### src/rtl/cnt60_pkg.sv
// Shared state encoding and terminal-count constants for the 0-59 counter controller.
package cnt60_pkg;

    typedef enum logic [1:0] {
        ST_IDLE  = 2'd0,
        ST_RUN   = 2'd1,
        ST_PAUSE = 2'd2,
        ST_ALARM = 2'd3
    } state_t;

    localparam logic [3:0] CNT_MAX_U = 4'h9;
    localparam logic [2:0] CNT_MAX_T = 3'd5;

endpackage

### src/rtl/btn_debounce.sv
// Two-flop synchroniser, stability filter and accepted-rise pulse for one raw board input.
module btn_debounce #(
    parameter int DEBOUNCE = 1_000_000
) (
    input  logic CLK,
    input  logic RESET,
    input  logic btn,
    output logic level,
    output logic rise
);
    localparam int CW = (DEBOUNCE > 1) ? $clog2(DEBOUNCE) : 1;

    logic          s1, s2;
    logic [CW-1:0] cnt;
    logic          settle;

    // settle is high in the last cycle of a stable new level, so the rise pulse
    // is presented combinationally alongside the level update.
    assign settle = (s2 != level) && (cnt == CW'(DEBOUNCE - 1));
    assign rise   = settle && s2;

    always_ff @(posedge CLK or negedge RESET) begin
        if (!RESET) begin
            s1    <= 1'b0;
            s2    <= 1'b0;
            cnt   <= '0;
            level <= 1'b0;
        end else begin
            s1 <= btn;
            s2 <= s1;
            if (s2 == level) begin
                cnt <= '0;
            end else if (settle) begin
                cnt   <= '0;
                level <= s2;
            end else begin
                cnt <= cnt + 1'b1;
            end
        end
    end

endmodule

### src/rtl/cnt60_ctrl.sv
// Run/pause/clear controller for a 0-59 counter slice: prescaled count enable,
// direction latch, wrap detection and a timed down-count alarm.
module cnt60_ctrl
    import cnt60_pkg::*;
#(
    parameter int PRESCALE     = 50_000_000,
    parameter int DEBOUNCE     = 1_000_000,
    parameter int ALARM_CYCLES = 150_000_000
) (
    input  logic       CLK,
    input  logic       RESET,
    input  logic       BTN_SS,
    input  logic       BTN_CLR,
    input  logic       SW_DEC,
    input  logic [3:0] CNT10,
    input  logic [2:0] CNT6,
    output logic       CNT_ENABLE,
    output logic       CNT_DEC,
    output logic       CNT_CLR,
    output logic       ALARM,
    output logic       WRAP,
    output logic [1:0] STATE
);
    localparam int PW = $clog2(PRESCALE);
    localparam int AW = (ALARM_CYCLES > 1) ? $clog2(ALARM_CYCLES) : 1;

    state_t        state, state_nx;
    logic          ss_p, clr_p, dec_lvl;
    logic          ss_lvl_unused, clr_lvl_unused, dec_rise_unused;
    logic [PW-1:0] psc;
    logic [AW-1:0] atm;
    logic          tick, at_59, at_01, alarm_done, en_nx, wrap_nx;

    btn_debounce #(.DEBOUNCE(DEBOUNCE)) u_ss  (.CLK(CLK), .RESET(RESET), .btn(BTN_SS),
                                               .level(ss_lvl_unused), .rise(ss_p));
    btn_debounce #(.DEBOUNCE(DEBOUNCE)) u_clr (.CLK(CLK), .RESET(RESET), .btn(BTN_CLR),
                                               .level(clr_lvl_unused), .rise(clr_p));
    btn_debounce #(.DEBOUNCE(DEBOUNCE)) u_dec (.CLK(CLK), .RESET(RESET), .btn(SW_DEC),
                                               .level(dec_lvl), .rise(dec_rise_unused));

    // Out-of-range digits simply never match a terminal value.
    assign tick       = (state == ST_RUN) && (psc == PW'(PRESCALE - 1));
    assign at_59      = (CNT10 == CNT_MAX_U) && (CNT6 == CNT_MAX_T);
    assign at_01      = (CNT10 == 4'd1) && (CNT6 == 3'd0);
    assign alarm_done = (atm == AW'(ALARM_CYCLES - 1));
    assign ALARM      = (state == ST_ALARM);
    assign STATE      = state;

    always_comb begin
        state_nx = state;
        en_nx    = 1'b0;
        wrap_nx  = 1'b0;
        case (state)
            ST_IDLE:  if (!clr_p && ss_p) state_nx = ST_RUN;
            ST_RUN: begin
                if (clr_p)     state_nx = ST_IDLE;
                else if (ss_p) state_nx = ST_PAUSE;
                else if (tick) begin
                    en_nx   = 1'b1;
                    wrap_nx = !CNT_DEC && at_59;
                    // Counter lands on 00 one cycle later, as ALARM goes up.
                    if (CNT_DEC && at_01) state_nx = ST_ALARM;
                end
            end
            ST_PAUSE: begin
                if (clr_p)     state_nx = ST_IDLE;
                else if (ss_p) state_nx = ST_RUN;
            end
            ST_ALARM: if (clr_p || ss_p || alarm_done) state_nx = ST_IDLE;
            default:  state_nx = ST_IDLE;
        endcase
    end

    always_ff @(posedge CLK or negedge RESET) begin
        if (!RESET) begin
            state      <= ST_IDLE;
            psc        <= '0;
            atm        <= '0;
            CNT_ENABLE <= 1'b0;
            CNT_CLR    <= 1'b0;
            WRAP       <= 1'b0;
            CNT_DEC    <= 1'b0;
        end else begin
            state      <= state_nx;
            CNT_ENABLE <= en_nx;
            WRAP       <= wrap_nx;
            CNT_CLR    <= clr_p;
            if (state == ST_IDLE) CNT_DEC <= dec_lvl;
            // Leaving RUN freezes the prescaler so a resume picks up where it stopped.
            if (state == ST_RUN) begin
                if (!(ss_p || clr_p)) psc <= tick ? '0 : psc + 1'b1;
            end else if (state != ST_PAUSE) begin
                psc <= '0;
            end
            atm <= (state == ST_ALARM && state_nx == ST_ALARM) ? atm + 1'b1 : '0;
        end
    end

endmodule

### config.mk
export PLATFORM = sky130hd
export DESIGN_NAME = cnt60_ctrl
export DESIGN_NICKNAME = d
export VERILOG_FILES = /design/src/rtl/cnt60_pkg.sv /design/src/rtl/btn_debounce.sv /design/src/rtl/cnt60_ctrl.sv
export SDC_FILE = /design/constraint.sdc
export NUM_CORES = 1
export LEC_CHECK = 0
export CORE_ASPECT_RATIO = 1.5
export CORE_UTILIZATION = 28
export DETAILED_ROUTE_END_ITERATION = 12
export PLACE_DENSITY = 0.56
export SLEW_MARGIN = 20
export SYNTH_ARGS = -nofsm -noshare
export SYNTH_HDL_FRONTEND = slang
export SYNTH_SLANG_ARGS = --single-unit
### constraint.sdc
create_clock -name CLK -period 2.2 [get_ports CLK]
set_input_delay 0.44 -clock CLK [delete_from_list [all_inputs] [get_ports CLK]]
set_output_delay 0.44 -clock CLK [all_outputs]
set_load 0.05 [all_outputs]
Yosys cells after proc, flatten, opt, wreduce, memory -nomap -nowiden --
Index checks and enable logic that the tools add are counted.
Word-level totals: register bits 129, word-level logic and storage cells 98
Operators by class: add/sub/neg operators 5, eq/ne operators 20, multiplexer cells 28, bitwise logic cells 3, reduce and logical (&&, ||, !) cells 23
Operator list (count):
- $mux W20 | 6
- $mux W26 | 4
- $add A20 B1 Y20 const B | 3
- $eq A20 B20 Y1 const B | 3
- $add A28 B1 Y28 const B | 1
- $eq A28 B28 Y1 const B | 1
- $mux W28 | 1
- $add A26 B1 Y26 const B | 1
- $eq A26 B26 Y1 const B | 1
- $mux W2 | 8
- $logic_and A1 B1 Y1 | 12
- $mux W1 | 8
- $pmux W2 S4 | 1
- $reduce_and A2 Y1 | 4
- $eq A2 B2 Y1 const B | 3
- $eq A4 B1 Y1 const B | 1
- $eq A4 B4 Y1 const B | 1
- $ne A2 B2 Y1 const B | 2
- $eq A1 B1 Y1 | 3
- $eq A3 B3 Y1 const B | 1
- $logic_not A3 Y1 | 1
- $ne A1 B1 Y1 | 3
- $not A1 Y1 | 3
- $eq A2 B1 Y1 const B | 1
- 4 further kinds | 6

Depth between registers and ports, before layout --
depth after elaboration 11, gate-level depth with buffers 9

By module --
From an unflattened synthesis, not the netlist that was laid out.
Second synthesis, totals: cells, all modules 652, area total of the unflattened synthesis 6739.0 µm²
By module, submodules not included:
- btn_debounce | instances 3, cells each 106, area each 1159.9 µm², sequential area each 575.6 µm²
- cnt60_ctrl | instances 1, cells each 334, area each 3259.4 µm², sequential area each 1501.4 µm²

Least setup slack after synthesis --
No wires, ideal clock.
path kind reg2reg, start register state[0] (netlist: STATE[0]), end register atm[17], setup time 0.072 ns, arrival 2.268 ns, required time 2.128 ns, path slack -0.139 ns, stages on the path, launching flop included 6, buffers on the path 1, clock period less this slack 2.339 ns, cell sequence dfrtp_1 > inv_1 > nor2_1 > nand3_2 > buf_2 > nor2_1
Between the ends: elaborated cells on any way between the ends 17, classes of those cells 4 x eq/ne; 10 x mux; 3 x reduce/logical
RTL lines:
- start: declaration | line cnt60_ctrl.sv:27 | state_t state, state_nx;
- start signal: assignment | line cnt60_ctrl.sv:84 | state <= state_nx;
- $eq A2 B2 Y1 *
- named net ALARM | line cnt60_ctrl.sv:20 | output logic ALARM,
- $pmux W2 S4 | line cnt60_ctrl.sv:53 | case (state)
- $eq A2 B2 Y1 | line cnt60_ctrl.sv:95 | atm <= (state == ST_ALARM && state_nx == ST_ALARM) ? atm + 1'b1 : '0;
- $logic_and A1 B1 Y1 * | line cnt60_ctrl.sv:95
- $mux W28 * | line cnt60_ctrl.sv:95
- end signal: assignment | line cnt60_ctrl.sv:95
- end: declaration | line cnt60_ctrl.sv:31 | logic [AW-1:0] atm;
The timed path passes the listed nets; every way through them passes the cells marked *. A chain may end at the register's enable or synchronous reset.

Worst setup path after layout --
start register u_ss.cnt[6], end register psc[22]
Between the ends: cells in the longest elaborated chain, start to end 6
RTL lines:
- start: declaration | line btn_debounce.sv:14 | logic [CW-1:0] cnt;
- start signal: assignment | line btn_debounce.sv:37 | cnt <= cnt + 1'b1;
- $eq A20 B20 Y1 | line btn_debounce.sv:19 | assign settle = (s2 != level) && (cnt == CW'(DEBOUNCE - 1));
- $logic_and A1 B1 Y1 | line btn_debounce.sv:19
- $logic_and A1 B1 Y1 | line btn_debounce.sv:20 | assign rise = settle && s2;
- $logic_or A1 B1 Y1 | line cnt60_ctrl.sv:91 | if (!(ss_p || clr_p)) psc <= tick ? '0 : psc + 1'b1;
- $ne A2 B2 Y1 (no source line)
- $reduce_and A2 Y1 (no source line)
- end signal: assignment | line cnt60_ctrl.sv:91
- end: declaration | line cnt60_ctrl.sv:30 | logic [PW-1:0] psc;
Every way passes these cells.

==> summary.txt <==
Cells and area
  – Register area: 3230 µm²
  – Area taken by multi-input logic gates: 3160 µm²
  – Nets: 785
  – Area grow syn2layout: 30.9%
  – Layout cells sized above 1: 0.201
  – Antenna Cells: 0
  – Fillers: 2226
  – Final Cell Area: 8320 µm²

Run
  – Max-Cap Viols: 0

STA
  – Final setup violation count: 43
  – RSZ-0062 raised after global routing: yes
  – Crit share post-route: 1.02
  – Slew Limit Fails: 0
  – Slew headroom: 0.657
  – Setup TNS: -1490 ps
  – Final Worst Setup Slack: -54.8 ps
  – Fmax: 0.443 GHz
  – Worst slew pin tran: 513 ps
  – Hold Worst Slack: 351 ps
  – Post-route minimum period: 2250 ps
  – Clk_skew: 6.66 ps
  – Final Hold Fails: 0

Yosys
  – Gate Count Post-Synth: 661
  – Yosys warning count: 0
  – Most instantiated cells after synthesis: dfrtp_1, nor2_1, nand2_1
  – Ranking of synthesized cells by area: dfrtp_1, nor2_1, xor2_1
  – Yosys cell types: 52
  – Synth area leader: dfrtp_1
  – Synth Cell Area: 6350 µm²
  – Flops & latches, synth: 129
  – Count leader, synth: dfrtp_1
  – Post-synth top flop: dfrtp_1
  – Synth Net Count: 678
  – Average cell area after synthesis: 9.61 µm²
  – Post-synth EDFFs: 0
  – Async set-or-reset flop fraction in the synthesized netlist: 1.00
  – Sequential share of the synthesized area: 0.508
  – Synth top area share: 0.508

Drt
  – Routed WL: 14000 µm
  – Initial DRC Count: 219
  – DR DRC count: 8
  – Vias/cell: 4.72
  – Routed vias: 4993
  – DR WL/cell: 13.3 µm
  – DR pass1 iterations: 8
  – Antenna Violating Nets Remaining: 0

Die
  – Die Y: 187 µm
  – # IOs: 19
  – Die width: 125 µm
  – # rows: 67
  – Initial Utilization: 0.285
  – Die area: 23300 µm²
  – Core Area: 22300 µm²

Global routing
  – Vias in the first global route: 5297
  – Largest net degree at the start of global routing: 46
  – First-pass GRT wire length: 25000 µm
  – Tot GR Track Use: 0.132
  – Initial antenna violation count: 0
  – Grt total ovfl: 0

Hold path
  – HP Class: flip-flop to flip-flop

Status
  – Failing checks: design-rule violations, negative setup slack
  – Status: complete, but fails checks

Place
  – Detail Placement HPWL: 9970 µm
  – Port buffer count: 18
  – Gpl congestion: 0.836
  – Placed cell area: 7560 µm²
  – Pre-CTS setup slack: -250 ps

Critical path
  – Critical Path Fanout Max: 18
  – CP arrival: 2550 ps
  – Setup CP Type: flip-flop to flip-flop
  – Critical path launch point type: flip-flop
  – Setup crit end kind: flip-flop
  – WP data required: 2500 ps

Clocking
  – Postcts setup bufs: 0
  – CTS Buf Count: 17
  – Skew-Pair Late Insertion Delay: 420 ps
  – Root Driver: clkbuf_16
  – TritonCTS clock tree: done
  – H-tree levels: 4
  – Clock Path Buffers: 2
  – Clk slew on worst S/H paths: 60 ps
  – Clk sinks: 129

Power and ir drop
  – LEAKAGE: 3.41 nW
  – Peak supply drop: 440 µV
  – PwrDens: 628 nW/µm²
  – Final Power: 0.00523 W
==> final timing paths <==
kind	from	to	slack (ps)	depth (start not counted)
worst max-delay path	u_ss.cnt[6]	psc[22]	-50	7
worst min-delay path	u_dec.s1	u_dec.s2	350	0
worst max register to register	u_ss.cnt[6]	psc[22]	-50	7
worst min register to register	u_dec.s1	u_dec.s2	350	0
max in group asynchronous	RESET	psc[10]	1120	3
min in group asynchronous	RESET	u_dec.cnt[2]	510	2
==> layout by cell type (no fill, tap or decap), types with 4 or more instances in the layout <==
cell / count
a21oi_1: 15
a31oi_1: 4
nor2b_1: 4
nor4_1: 9
nor3_1: 21
clkbuf_16: 17
ha_1: 4
o21ai_1: 6
or3_1: 8
nand3_1: 45
and2_1: 4
nor2_1: 122
o31ai_1: 5
inv_1: 17
dfrtp_1: 129
or2_2: 5
xnor2_1: 40
clkdlybuf4s50_1: 14
xor2_1: 46
and4_1: 12
buf_12: 9
and3_1: 8
o21ai_0: 5
clkinv_2: 5
or4_1: 7
buf_4: 73
or4_4: 4
nand4_1: 26
nand2_1: 48
==> power by group <==
part / internal, W / total, W / leakage, nW / switching (W)
Sequential: 0.00239 / 0.00240 / 1.78 / 0.0000122
Clock: 0.00161 / 0.00267 / 0.275 / 0.00106
Combinational: 0.0000638 / 0.000152 / 1.36 / 0.0000886
==> cells by family (layout without fill, tap and decap cells) <==
logic type	Yosys count	count (layout)	synth area share
XOR/XNOR	88	88	0.121
AND/OR/NAND/NOR	348	348	0.275
AO/OA/AOI/OAI	57	57	0.0601
adder cells (fa/ha/maj)	5	5	0.00984
buffers and inverters	31	151	0.0203
multiplexers	3	3	0.00532
flip-flops	129	129	0.508
==> worst max-delay path, cell delays in order, from the launching register on <==
cell	delay, ps
dfrtp_1	370
or4_4	540
or4_4	460
o32a_4	270
o21ai_4	160
buf_12	160
or4_1	110
a21oi_1	60
==> repair_timing <==
action | in CTS | in global routing
pin swaps | 4 | 5
resized for setup | 9 | 22
cloned | 1 | 0
hold endpoints to repair | 42 | 0
endpoints found under the setup margin | 52 | 57
hold buffers | 1 | 0
==> registers in the layout, indices dropped and copies added (netlist names), 2 cells and up <==
name and flops:
u_clr.cnt 20, u_dec.cnt 20, u_ss.cnt 20, STATE 2
atm 28, psc 26
==> final cells by class <==
| cell class | instances | share of cell area |
|---|---|---|
| Sequential cell | 129 | 0.388 |
| Multi-Input combinational cell | 501 | 0.380 |
| Timing Repair Buffer | 102 | 0.115 |
| Clock buffer | 19 | 0.0545 |
| Tap cell | 276 | 0.0415 |
| Clock inverter | 13 | 0.0135 |
| Inverter | 17 | 0.00767 |
==> per-layer routing <==
metal  track usage  routed length, µm
met1         0.151               6100
met2         0.238               7330
met3        0.0327                358
met4        0.0483                260
met5             0                  0
==> metrics by stage <==
step	util	cells
finish	0.373	1057
global route	0.373	1057
CTS	0.368	1057
detailed placement	0.339	1023
global placement	0.339	1023
floorplan	-	661
Power figures use the tool's default switching activity.
